File: src/rtl/fetch_queue.sv
// Instruction prefetch queue: fetches one word per cycle from imem into a
// small FIFO and hands the oldest entry to decode; redirects flush and refetch.
module fetch_queue #(
   parameter int          DEPTH    = 4,
   parameter logic [31:0] RESET_PC = 32'h0000_0000
) (
   input  logic        clk,
   input  logic        reset,
   output logic [31:0] imem_addr,
   input  logic [31:0] imem_rdata,
   input  logic        redirect,
   input  logic [31:0] redirect_pc,
   input  logic        out_ready,
   output logic        out_valid,
   output logic [31:0] out_instr,
   output logic [31:0] out_pc
);
   localparam int AW = $clog2(DEPTH);
   localparam logic [AW:0] CNT_FULL = (AW+1)'(DEPTH);

   typedef struct packed {
      logic [31:0] pc;
      logic [31:0] instr;
   } entry_t;

   entry_t        ent [DEPTH];
   logic [AW-1:0] rd_ptr, wr_ptr;
   logic [AW:0]   count;
   logic [31:0]   fetch_pc;
   logic          deq, enq;

   assign imem_addr = fetch_pc;
   assign out_valid = (count != '0);
   assign out_pc    = ent[rd_ptr].pc;
   assign out_instr = ent[rd_ptr].instr;
   assign deq       = out_valid & out_ready;
   // A slot freed by a dequeue is refilled in the same cycle.
   assign enq       = !redirect & ((count < CNT_FULL) | deq);

   always_ff @(posedge clk) begin
      if (reset) begin
         fetch_pc <= RESET_PC;
         rd_ptr   <= '0;
         wr_ptr   <= '0;
         count    <= '0;
         for (int i = 0; i < DEPTH; i++) ent[i] <= '0;
      end else if (redirect) begin
         fetch_pc <= {redirect_pc[31:2], 2'b00};
         rd_ptr   <= '0;
         wr_ptr   <= '0;
         count    <= '0;
      end else begin
         if (enq) begin
            ent[wr_ptr] <= '{pc: fetch_pc, instr: imem_rdata};
            wr_ptr      <= wr_ptr + AW'(1);
            fetch_pc    <= fetch_pc + 32'd4;
         end
         if (deq) rd_ptr <= rd_ptr + AW'(1);
         if (enq && !deq)      count <= count + (AW+1)'(1);
         else if (deq && !enq) count <= count - (AW+1)'(1);
      end
   end
endmodule

File: config.mk
export PLATFORM = sky130hd
export DESIGN_NAME = fetch_queue
export DESIGN_NICKNAME = d
export VERILOG_FILES = /design/src/rtl/fetch_queue.sv
export SDC_FILE = /design/constraint.sdc
export NUM_CORES = 1
export LEC_CHECK = 0
export CAP_MARGIN = 20
export CELL_PAD_IN_SITES_DETAIL_PLACEMENT = 0
export CELL_PAD_IN_SITES_GLOBAL_PLACEMENT = 1
export CORE_MARGIN = 2
export CORE_UTILIZATION = 46
export DETAILED_ROUTE_END_ITERATION = 8
export PLACE_DENSITY = 0.8
export SETUP_SLACK_MARGIN = 0.15
export SYNTH_ARGS = -nofsm -noshare
export SYNTH_HDL_FRONTEND = slang
export SYNTH_SLANG_ARGS = --single-unit
File: constraint.sdc
create_clock -name clk -period 6.5 [get_ports clk]
set_input_delay 1.3 -clock clk [delete_from_list [all_inputs] [get_ports clk]]
set_output_delay 1.3 -clock clk [all_outputs]
set_load 0.03 [all_outputs]
==> results.py <==
metrics = {
    "status": {
        "status": "complete, no violations",
    },
    "worst_setup_path": {
        "cp_slowest_cell": "dfxtp_4",
        "slowest_delay_ns": 0.87,
        "cp.required_ns": 5.20,
        "path_cells": "buf_4 > mux4_2 > clkdlybuf4s50_1",
        "setup.worst_path.start_class": "register",
        "criticalPathCategory": "reg -> out",
        "cp-end-kind": "output port",
        "path_max_fanout": 38,
        "crit_arrival_ns": 3.23,
        "crit_family": "buffers and inverters",
        "crit_buf_inv": 2,
    },
    "global_route": {
        "grt_pass1_wl_microns": 45900,
        "met3_usage": 0.0322,
        "grt_use_total": 0.206,
        "grt_use_met2": 0.353,
        "busiest_layer": "met2",
        "grt_max_degree": 76,
        "antenna_found_initial": 0,
        "grt_pass1_vias": 8102,
        "overflow": 0,
        "met1_usage": 0.279,
    },
    "finish": {
        "design_area_sq_mm": 0.0157,
        "drive_gt1_frac": 0.133,
        "antenna_cells": 0,
        "fill_cells": 2288,
        "nets": 1093,
        "syn_to_final_growth_pct": 21.6,
    },
    "route": {
        "antenna_left": 0,
        "drc": 0,
        "wirelength_microns": 30200,
        "drtIter0Drc": 558,
        "dr_total_vias": 7849,
        "wl_per_cell_microns": 21.2,
        "viasPerCell": 5.52,
        "first_pass_iters": 4,
    },
    "floorplanning": {
        "die_h_microns": 172,
        "initial_utilization": 0.466,
        "die-area_sq_mm": 0.0295,
        "num_rows": 61,
        "ioPinCount": 165,
        "fp.dieW_microns": 172,
        "core-area_sq_mm": 0.0278,
    },
    "placement": {
        "gp_congestion": 0.810,
        "post_dp_cell_area_sq_mm": 0.0148,
        "port_buffers": 158,
        "dp_hpwl_microns": 16700,
    },
    "clocking": {
        "cts_tree": "built",
        "cts.sinks": 287,
        "cts_max_path_buffers": 3,
        "clk_latency_ns": 0.55,
        "cts_hold_buf": 0,
        "cts_setup_buffers": 0,
        "cts_resized": 0,
        "root_buffer": "clkbuf_16",
        "clk_pin_slew_worst_paths_ns": 0.06,
        "htree_levels": 1,
        "cts_buffers": 31,
    },
    "logic_synthesis": {
        "synth-edff-count": 248,
        "synth_fa_ha_area_frac": 0.00348,
        "postSynthAreaPerCell_sq_um": 14.4,
        "synth-compound-area-share": 0.0336,
        "yosysWarnings": 0,
        "synth_seq_cells": 287,
        "synth-main-ff-cell": "edfxtp_1",
        "synth.most_common_cell": "edfxtp_1",
        "synth_cell_types": 63,
        "synth_area_leaders": "edfxtp_1 58%, mux4_2 11%, and2_1 8.7%",
        "synth_xor_area_frac": 0.00947,
        "synth_area_sq_mm": 0.0130,
        "yosys.area_share.simple": 0.179,
        "synth_top_family_by_area": "simple AND/OR/NAND/NOR gates",
        "yosysTopAreaCellShare": 0.575,
        "muxShareOfSynthArea": 0.109,
        "postSynthCellCount": 897,
        "ys_seq_area_frac": 0.635,
        "async_flop_share": 0,
        "yosys.area.top_type": "edfxtp_1",
        "synth_common_cells": "248 x edfxtp_1, 181 x and2_1, 63 x and3_1",
    },
    "timing": {
        "fin_crit_sh": 0.697,
        "fin_crit_ns": 4.53,
        "tns_ns": 0,
        "slew_viol_final": 0,
        "finClkSkew_ns": 0.0131,
        "fmax_mhz": 221,
        "setup_viol": 0,
        "worstMarginPinSlew_ns": 1.07,
        "slew_headroom": 0.289,
        "hold_viol": 0,
        "grt_setup_unrepaired": "false",
        "holdWs_ns": 0.522,
    },
    "min_path": {
        "min_path_type": "reg -> reg",
    },
    "power_and_ir_drop": {
        "cellLeakagePower_nw": 5.72,
        "irDropWorstVdd_v": 0.000173,
        "powerDensity_mw_per_mm2": 272,
        "total_power_mw": 4.29,
    },
    "flow_run": {
        "maxCapViolCount": 0,
    },
}
where the power goes:
group	switching (mW)	internal (mW)	leakage [nW]
combinational	0.282	0.221	2.36
clock	0.697	0.908	0.454
sequential	0.0692	2.11	2.91
total	1.05	3.24	5.72
cells by family after synthesis:
family | Yosys count
buf+inv | 89
flops | 287
simple gates | 382
mux | 63
fa+ha+maj | 3
compound gates | 58
other cells | 1
xor+xnor | 14
tightest hold or removal path, stage by stage, from the launching register on:
cell	delay [ns]
dfxtp_1	0.32
xor2_1	0.06
nor2_1	0.10
worst paths after layout:
path / start / end / slack, ns / cells past startpoint
max reg2reg: count[2]$_SDFFE_PP0P_ / ent[1][34]$_SDFFCE_PN0P_ / 3.91 / 5
min: rd_ptr[1]$_SDFFE_PP0P_ / rd_ptr[1]$_SDFFE_PP0P_ / 0.52 / 2
min reg2reg: rd_ptr[1]$_SDFFE_PP0P_ / rd_ptr[1]$_SDFFE_PP0P_ / 0.52 / 2
max: register / out_instr[14] / 1.97 / 3
layer usage:
metal | share of wire | vias to the layer above
met5 | 0 | -
met4 | 0.013 | 0
met3 | 0.051 | 35
met2 | 0.49 | 225
met1 | 0.44 | 3968
li1 | - | 3621
state kept, by name, indices dropped and copies added (netlist names), named ones only:
register,flops
imem_addr,30
count,3
rd_ptr,2
wr_ptr,2
ent,248
placed cells by master (no fill, tap or decap), types with 9 or more instances in the layout:
cell type,synthesis,final
mux4_2,62,62
clkbuf_16,0,31
edfxtp_1,248,248
clkinv_2,0,11
a311oi_1,10,10
nor2_1,37,37
and3_1,63,63
a211oi_1,10,10
and4_1,10,10
clkdlybuf4s50_1,0,158
inv_1,9,9
xor2_1,11,11
nand2_1,20,20
nand3_1,16,16
dfxtp_1,39,37
and2_1,181,181
layout make-up:
| cell class | instances | area, sq um | area share |
|---|---|---|---|
| Multi-Input combinational cell | 524 | 4400 | 0.279 |
| Clock inverter | 19 | 119 | 0.00755 |
| Inverter | 10 | 37.5 | 0.00238 |
| Clock buffer | 37 | 798 | 0.0507 |
| Timing Repair Buffer | 168 | 1680 | 0.107 |
| Sequential cell | 287 | 8240 | 0.523 |
| Tap cell | 378 | 473 | 0.0300 |
metrics by stage:
step / std cells / utilization / setup WS, ns
3_3_place_gp: 1367 / 0.534 / 2.41
5_1_grt: 1423 / 0.567 / 1.70
3_5_place_dp: 1367 / 0.534 / 2.39
2_1_floorplan: 900 / - / 1.35
4_1_cts: 1423 / 0.567 / 1.82
6_report: 1423 / 0.567 / 1.97
Power figures use the tool's default switching activity.
